## src/rtl/log2_share_sched_if.sv

```systemverilog
// Request/result bundle between the requesters, the log2 scheduler and the result consumer.
interface log2_share_sched_if #(
  parameter int unsigned N_CH       = 4,
  parameter int unsigned DIN_WIDTH  = 64,
  parameter int unsigned DOUT_WIDTH = 10,
  parameter int unsigned CH_W       = $clog2(N_CH)
) ();

  logic [N_CH-1:0]           req_valid;
  logic [N_CH*DIN_WIDTH-1:0] req_data;
  logic [N_CH-1:0]           req_ready;
  logic                      res_valid;
  logic                      res_ready;
  logic [DOUT_WIDTH-1:0]     res_data;
  logic [CH_W-1:0]           res_chan;

  modport master (
    output req_valid, req_data, res_ready,
    input  req_ready, res_valid, res_data, res_chan
  );

  modport slave (
    input  req_valid, req_data, res_ready,
    output req_ready, res_valid, res_data, res_chan
  );

endinterface

```

## src/rtl/log2_share_sched.sv

```systemverilog
// Round-robin scheduler sharing one fixed-latency log2 pipeline across N_CH requesters,
// with channel tagging through the pipe and a credit-gated show-ahead result FIFO.
module log2_share_sched #(
  parameter int unsigned N_CH       = 4,
  parameter int unsigned DIN_WIDTH  = 64,
  parameter int unsigned DOUT_WIDTH = 10,
  parameter int unsigned LATENCY    = 3,
  parameter int unsigned FIFO_DEPTH = 8,
  parameter int unsigned CH_W       = $clog2(N_CH)
) (
  input  logic                  clk,
  input  logic                  rst_n,
  input  logic                  en,
  output logic [DIN_WIDTH-1:0]  log_din,
  input  logic [DOUT_WIDTH-1:0] log_dout,
  output logic                  busy,
  log2_share_sched_if.slave     bus
);

  localparam int unsigned PTR_W = $clog2(FIFO_DEPTH);
  localparam int unsigned CNT_W = PTR_W + 1;
  localparam int unsigned ENT_W = DOUT_WIDTH + CH_W;

  logic [CH_W-1:0]             rr_ptr;
  logic [CH_W-1:0]             winner;
  logic [CH_W-1:0]             rr_idx;
  logic                        found;
  logic                        grant_ok;
  logic                        xfer;
  logic                        push;
  logic                        pop;
  logic [N_CH-1:0]             req_ready_c;
  logic [LATENCY:0]            tag_vld;
  logic [LATENCY:0][CH_W-1:0]  tag_ch;
  logic [CNT_W-1:0]            inflight;
  logic [CNT_W-1:0]            fifo_count;
  logic [PTR_W-1:0]            wr_ptr;
  logic [PTR_W-1:0]            rd_ptr;
  logic [ENT_W-1:0]            mem [FIFO_DEPTH];

  // First pending channel searching upward from the one after the last winner.
  always_comb begin
    found  = 1'b0;
    winner = '0;
    rr_idx = '0;
    for (int unsigned i = 1; i <= N_CH; i++) begin
      rr_idx = CH_W'((32'(rr_ptr) + i) % N_CH);
      if (!found && bus.req_valid[rr_idx]) begin
        found  = 1'b1;
        winner = rr_idx;
      end
    end
  end

  always_comb begin
    inflight = '0;
    for (int unsigned s = 0; s <= LATENCY; s++) begin
      inflight = inflight + CNT_W'(tag_vld[s]);
    end
  end

  // Every granted operand must already own a FIFO slot; pops in the same cycle are not credited.
  always_comb begin
    grant_ok    = en && found &&
                  ((CNT_W+1)'(fifo_count) + (CNT_W+1)'(inflight) < (CNT_W+1)'(FIFO_DEPTH));
    req_ready_c = '0;
    if (grant_ok) begin
      req_ready_c[winner] = 1'b1;
    end
  end

  assign xfer          = |(bus.req_valid & req_ready_c);
  assign bus.req_ready = req_ready_c;
  assign push          = tag_vld[LATENCY];
  assign pop           = bus.res_valid && bus.res_ready;
  assign bus.res_valid = (fifo_count != '0);
  assign busy          = (|tag_vld) || bus.res_valid;

  always_ff @(posedge clk or negedge rst_n) begin
    if (!rst_n) begin
      log_din    <= '0;
      rr_ptr     <= CH_W'(N_CH - 1);
      tag_vld    <= '0;
      tag_ch     <= '0;
      wr_ptr     <= '0;
      rd_ptr     <= '0;
      fifo_count <= '0;
    end else begin
      if (xfer) begin
        log_din <= bus.req_data[32'(winner) * DIN_WIDTH +: DIN_WIDTH];
        rr_ptr  <= winner;
      end
      tag_vld <= {tag_vld[LATENCY-1:0], xfer};
      tag_ch  <= {tag_ch[LATENCY-1:0], winner};
      if (push) begin
        wr_ptr <= wr_ptr + PTR_W'(1);
      end
      if (pop) begin
        rd_ptr <= rd_ptr + PTR_W'(1);
      end
      case ({push, pop})
        2'b10:   fifo_count <= fifo_count + CNT_W'(1);
        2'b01:   fifo_count <= fifo_count - CNT_W'(1);
        default: fifo_count <= fifo_count;
      endcase
    end
  end

  // Storage needs no reset: pointers and count alone decide what is visible.
  always_ff @(posedge clk) begin
    if (push) begin
      mem[wr_ptr] <= {log_dout, tag_ch[LATENCY]};
    end
  end

  assign {bus.res_data, bus.res_chan} = mem[rd_ptr];

  a_no_overflow: assert property (@(posedge clk) disable iff (!rst_n)
    !(push && fifo_count == CNT_W'(FIFO_DEPTH)))
    else $error("log2_share_sched: result pushed into a full FIFO");

endmodule

```

## src/flat_wrapper.sv

```systemverilog
// flat-port wrapper written by rule: the top's interface ports become plain ports
module log2_share_sched_flat 
#(
  parameter int unsigned N_CH       = 4,
  parameter int unsigned DIN_WIDTH  = 64,
  parameter int unsigned DOUT_WIDTH = 10,
  parameter int unsigned LATENCY    = 3,
  parameter int unsigned FIFO_DEPTH = 8,
  parameter int unsigned CH_W       = $clog2(N_CH)
)
  (clk, rst_n, en, log_din, log_dout, busy, bus_req_valid, bus_req_data, bus_res_ready, bus_req_ready, bus_res_valid, bus_res_data, bus_res_chan);
  log2_share_sched_if #(.N_CH(N_CH), .DIN_WIDTH(DIN_WIDTH), .DOUT_WIDTH(DOUT_WIDTH), .CH_W(CH_W)) bus_i ();
  input  logic clk;
  input  logic rst_n;
  input  logic en;
  output logic [DIN_WIDTH-1:0] log_din;
  input  logic [DOUT_WIDTH-1:0] log_dout;
  output logic busy;
  input wire logic [$bits(bus_i.req_valid)-1:0] bus_req_valid;
  input wire logic [$bits(bus_i.req_data)-1:0] bus_req_data;
  input wire logic [$bits(bus_i.res_ready)-1:0] bus_res_ready;
  output wire logic [$bits(bus_i.req_ready)-1:0] bus_req_ready;
  output wire logic [$bits(bus_i.res_valid)-1:0] bus_res_valid;
  output wire logic [$bits(bus_i.res_data)-1:0] bus_res_data;
  output wire logic [$bits(bus_i.res_chan)-1:0] bus_res_chan;
  assign bus_i.req_valid = bus_req_valid;
  assign bus_i.req_data = bus_req_data;
  assign bus_i.res_ready = bus_res_ready;
  assign bus_req_ready = bus_i.req_ready;
  assign bus_res_valid = bus_i.res_valid;
  assign bus_res_data = bus_i.res_data;
  assign bus_res_chan = bus_i.res_chan;
  log2_share_sched #(.N_CH(N_CH), .DIN_WIDTH(DIN_WIDTH), .DOUT_WIDTH(DOUT_WIDTH), .LATENCY(LATENCY), .FIFO_DEPTH(FIFO_DEPTH), .CH_W(CH_W)) u_core (.clk(clk), .rst_n(rst_n), .en(en), .log_din(log_din), .log_dout(log_dout), .busy(busy), .bus(bus_i));
endmodule
```

## config.mk

```make
export PLATFORM = sky130hd
export DESIGN_NAME = log2_share_sched_flat
export DESIGN_NICKNAME = d
export VERILOG_FILES = /design/src/rtl/log2_share_sched_if.sv /design/src/rtl/log2_share_sched.sv /design/src/flat_wrapper.sv
export SDC_FILE = /design/constraint.sdc
export NUM_CORES = 1
export LEC_CHECK = 0
export ABC_CLOCK_PERIOD_IN_PS = 4200
export BUFFER_PORTS_ARGS = -buffer_cell sky130_fd_sc_hd__clkbuf_2
export CORE_ASPECT_RATIO = 1.5
export CORE_MARGIN = 1.5
export CORE_UTILIZATION = 37
export CTS_CLUSTER_DIAMETER = 120
export DETAILED_ROUTE_END_ITERATION = 16
export SYNTH_ARGS = -nofsm -noshare
export SYNTH_HDL_FRONTEND = slang
export SYNTH_SLANG_ARGS = --single-unit
```

## constraint.sdc

```tcl
create_clock -name clk -period 4.2 [get_ports clk]
set_clock_uncertainty 0.05 [all_clocks]
set_input_delay 0.42 -clock clk [delete_from_list [all_inputs] [get_ports clk]]
set_output_delay 0.42 -clock clk [all_outputs]
set_load 0.05 [all_outputs]
```

# Word-level counts from Yosys, hierarchy flattened
# Memory sizes are Yosys's and may differ from the RTL's.
# Index checks and enable logic that the tools add are counted.
[totals] ff_bits=88 ramBits=96 input_bits=274 out_inout_bits=82 elab_cells=71 memories=1
[memory_table] name="u_core.mem" words=8 word_bits=12 read_ports=1 rd_ports_with_merged_regs=0 write_ports=1 line="log2_share_sched.sv:39" text="logic [ENT_W-1:0] mem [FIFO_DEPTH];"
[op_classes] n_addsub=12 order_cmp=7 eq_ne=2 shifts=1 muxes=22 n_bitwise=1 n_reduce_logical=15
[op_table] operator="$shiftx 256x9->64" count=1
[op_table] operator="$lt 2x3->1 const B" count=5
[op_table] operator="$mux 1" count=11
[op_table] operator="$add 4x1->4" count=2
[op_table] operator="$bmux 1 s2" count=4
[op_table] operator="$mux 2" count=4
[op_table] operator="$pmux 4 s2" count=1
[op_table] operator="$reduce_or 4->1" count=2
[op_table] operator="$logic_and 1x1->1" count=7
[op_table] operator="$add 3x1->3 const B" count=2
[op_table] operator="$add 4x4->5" count=1
[op_table] operator="$lt 5x4->1 const B" count=1
[op_table] operator="$add 2x1->2 const B" count=2
[op_table] operator="$add 2x2->2 const B" count=2
[op_table] operator="$add 4x1->4 const B" count=1
[op_table] operator="$and 4x4->4" count=1
[op_table] operator="$mux 4" count=1
[op_table] operator="$reduce_bool 4->1" count=1
[op_table] operator="$sub 4x1->4 const B" count=1
[op_table] operator="$logic_not 1->1" count=3
[op_table] operator="$add 1x1->2" count=1
[op_table] operator="$demux 1 s2" count=1
[op_table] operator="$eq 2x1->1 const B" count=1
[op_table] operator="$eq 2x2->1 const B" count=1
[op_table] operator="other kinds (3)" count=3

# Longest topological paths before layout
[depth] depth_word=20 mapped_depth=15 ltp_nobuf=13

# Worst setup path before layout
# OpenSTA, ideal clock, no wires.
[synth_timing] kind="register -> output" start="reg u_core.tag_vld[0]" end="out bus_req_ready[0]" arrival_time_ps=3365 setup_slack_ps=365 stages_incl_launch_ff=13 n_path_buf=1 cell_sequence="dfrtp_1 inv_1 ha_1 inv_1 fa_1 inv_1 ha_1 ha_1 and3b_1 o21ai_1 o2111ai_2 clkbuf_1 nor3_1"
[synth_via] elab_chain_len=7
[synth_lines] item="start: declaration" line="log2_share_sched.sv:33" text="logic [LATENCY:0] tag_vld;"
[synth_lines] item="start signal: assignment" line="log2_share_sched.sv:93" text="tag_vld <= {tag_vld[LATENCY-1:0], xfer};"
[synth_lines] item="$add 1x1->2" line="log2_share_sched.sv:58" text="inflight = inflight + CNT_W'(tag_vld[s]);"
[synth_lines] item="$add 4x1->4 (2 in series)" line="log2_share_sched.sv:58"
[synth_lines] item="$add 4x4->5" line="log2_share_sched.sv:65" text="((CNT_W+1)'(fifo_count) + (CNT_W+1)'(inflight) < (CNT_W+1)'(FIFO_DEPTH));"
[synth_lines] item="$lt 5x4->1" line="log2_share_sched.sv:65"
[synth_lines] item="$logic_and 1x1->1" line="log2_share_sched.sv:64" text="grant_ok = en && found &&"
[synth_lines] item="$mux 4" line="log2_share_sched.sv:67" text="if (grant_ok) begin"
[synth_lines] item="end: declaration" line="flat_wrapper.sv:22" text="output wire logic [$bits(bus_i.req_ready)-1:0] bus_req_ready;"
# Every way passes these cells.

# Worst setup path after layout
[layout_timing] start="reg u_core.tag_vld[1]" end="out bus_req_ready[0]"
# The elaborated chain is that of the path after synthesis.

==> impl_metrics.tcl <==
set metrics [dict create \
    outcome "finished, final reports clean" \
    power.leakage_nw 5.378 \
    p_per_area_nw_per_um2 766.5 \
    grt.overflow.total 0 \
    die_area_um2 25920 \
    path_class "reg -> out" \
    synth_top_cell_area_share 0.3123 \
    syn_area_um2 9230 \
    synthCells 604 \
    slew_headroom 0.4985 \
    rsz0062_at_grt "no" \
    rrSetupSlack_ns 0.79 \
    crit_chain "inv_1 > ha_1 > inv_1 > fa_1 > inv_1 > ha_1 > ha_1 > and3b_1 > o21ai_1 > o2111ai_4 > buf_4 > nor3_1 > clkbuf_2" \
    fin_crit_sh 0.9310 \
    cts_tree "built" \
    hold_viol 0 \
    final_core_util 0.4832 \
    synth_edf_count 96 \
    grt_util_met1 0.2647 \
    drcViolationCount 0 \
    drive_above_1_share 0.5320 \
    grt_util_all_layers 0.2038 \
    avgRoutedWirePerCell_um 20.42 \
    max_stage_delay_ns 0.38 \
    cts_hold_buf 1 \
    grt_max_degree 66 \
    rr_worst_depth 14 \
    antenna_left 0 \
    portBuffers 355 \
    final.setup.worst_slack_ns 0.2897 \
    final-max-slew-violation-count 0 \
    setup_viol 0 \
    startpoint "u_core.tag_vld[1]" \
    fin_area_um2 11810 \
    drt_iter0_drc 244 \
    fp.coreArea_um2 24440 \
    first_pass_iters 4 \
    post-synth-top-count-cell "mux2i_1" \
    yosysTopAreaCell "edfxtp_1" \
    min_from "log_dout[7]" \
    reg2reg_from "u_core.tag_vld[1]" \
    cp_max_fo 15 \
    placed_area_um2 11230 \
    rows 70 \
    grt_use_met3 0.03987 \
    ys_ff_latch 184 \
    fin_setup_tns_ns 0 \
    fin_hold_ws_ns 0.2211 \
    io_pins 356 \
    vias_per_cell 4.981 \
    cp.arrival_ns 3.44 \
    use_met2 0.3496 \
    cts.sinks 184 \
    num_vias 6436 \
    fmax_mhz 255.7 \
    cts_root_buf "clkbuf_16" \
    antenna_found_initial 0 \
    max-vdd-ir-drop_uv 393.5 \
    grt_pass1_vias 6524 \
    routed_wl_um 26380 \
    synth_seq_area_share 0.5512 \
    min_path_type "in -> reg" \
    cts_resized 0 \
    r2r_end "u_core.log_din[32]" \
    hold_depth 1 \
    cts_setup_buffers 0 \
    avgSynthCellArea_um2 15.28 \
    fin_crit_ns 3.910 \
    crit_slowest_cell "dfrtp_1" \
    multiInputGateArea_um2 3731 \
    fillers 2150 \
    die_y_um 196.4 \
    ys.warnings.count 0 \
    async_reset_ff_frac 0.4783 \
    synth_area_leaders "edfxtp_1 31%, dfrtp_1 23%, mux2i_1 14%" \
    gr-max-usage-layer "met2" \
    numCtsBuffers 17 \
    grt_pass1_wl_um 38920 \
    required_ns 3.73 \
    die_w_um 132.0 \
    min_to "u_core.mem[5][9]" \
    synth_nets 890 \
    cts_max_level 4 \
    yosysUniqueCellTypes 39 \
    register_area_um2 5087 \
    initial_core_util 0.3777 \
    nNetsFinal 1241 \
    clk_latency_ns 0.43 \
    diodes 0 \
    gp_congestion 0.7924 \
    synth-main-ff-cell "edfxtp_1" \
    crit_path_start_kind "flop" \
    clk_pin_slew_worst_paths_ns 0.07 \
    dp_hpwl_um 20130 \
    pre_cts_ws_ns 0.7460 \
    clk_path_buf_depth 2 \
    synthTopCellsByCount "130 x mux2i_1, 96 x edfxtp_1, 86 x dfrtp_1, 76 x nand2_1, 64 x o221ai_2" \
    cap_violations 0 \
    worstMarginPinSlew_ns 0.7523 \
    setup.worst_path.end_class "output pin" \
    area_growth_pct 27.91 \
]
-- layout by cell type, fill, tap and decap left out, types with 3 or more instances in the layout --
cell type and count:
inv_1 9, dfrtp_1 86, buf_4 17, nand2b_1 3, o221ai_2 64, nor3_1 6
clkinv_4 5, clkbuf_16 17, nand2_1 75, edfxtp_1 96, mux2_2 13, inv_8 4
nor2_1 8, mux2i_1 130, ha_1 10, inv_6 3, xnor2_1 4, buf_12 3
mux4_2 24, xor2_1 4, clkbuf_2 354
-- final cells by class --
class | count | share of cell area
Inverter | 12 | 0.004239
Multi-Input combinational cell | 365 | 0.3160
Timing Repair Buffer | 375 | 0.1668
Clock buffer | 18 | 0.03635
Clock inverter | 14 | 0.01134
Tap cell | 324 | 0.03434
Sequential cell | 184 | 0.4309
-- flip-flops by register name (all words and copies together) (netlist names) --
signal and flops:
u_core.tag_vld 4, u_core.fifo_count 4, u_core.rd_ptr 3, u_core.wr_ptr 3
u_core.tag_ch 8, u_core.mem 96, u_core.rr_ptr 2, u_core.log_din 64
-- layer usage --
layer / up-vias / wire [µm]
met5: - / 0
met4: 0 / 284
met3: 18 / 1692
met2: 254 / 13620
met1: 3119 / 10780
li1: 3045 / -
-- power breakdown --
part | switching (mW) | total (mW) | internal, mW | leakage [nW]
Sequential | 0.362 | 2.79 | 2.43 | 1.95
Clock | 0.743 | 1.53 | 0.785 | 0.273
Combinational | 3.15 | 4.73 | 1.57 | 3.16
Total | 4.26 | 9.05 | 4.79 | 5.38
-- stage by stage --
| step | power, mW | std cells |
|---|---|---|
| 2_1_floorplan | 6.500 | 604 |
| 3_3_place_gp | 7.574 | 1259 |
| 3_5_place_dp | 7.612 | 1259 |
| 4_1_cts | 9.160 | 1292 |
| 5_1_grt | 9.524 | 1292 |
| 6_report | 9.050 | 1292 |
-- cells by family after synthesis --
family,share of synthesized area
DFF,0.5512
muxes,0.2166
and+or+nand+nor,0.04840
AOI/OAI and AO/OA,0.1112
buffers and inverters,0.04717
adders and majority gates,0.01789
xor gates and xnor gates,0.007590
-- worst max-delay path, delay by kind of cell, from the launching register on --
kind	cells	cell delay, ns
DFF	1	0.38
adders and majority gates	4	1.09
and+or+nand+nor	2	0.32
buffers and inverters	5	0.73
AOI/OAI and AO/OA	2	0.48
-- worst max-delay path by stage --
stage          slack (ns)  depth (start not counted)          endpoint
3_5_place_dp         0.75                         13  bus_req_ready[0]
2_1_floorplan        0.37                         12  bus_req_ready[0]
3_3_place_gp         0.77                         13  bus_req_ready[0]
4_1_cts              0.23                         13  bus_req_ready[0]
5_1_grt              0.05                         13  bus_req_ready[0]
6_report             0.29                         13  bus_req_ready[0]
Power figures use the tool's default switching activity.
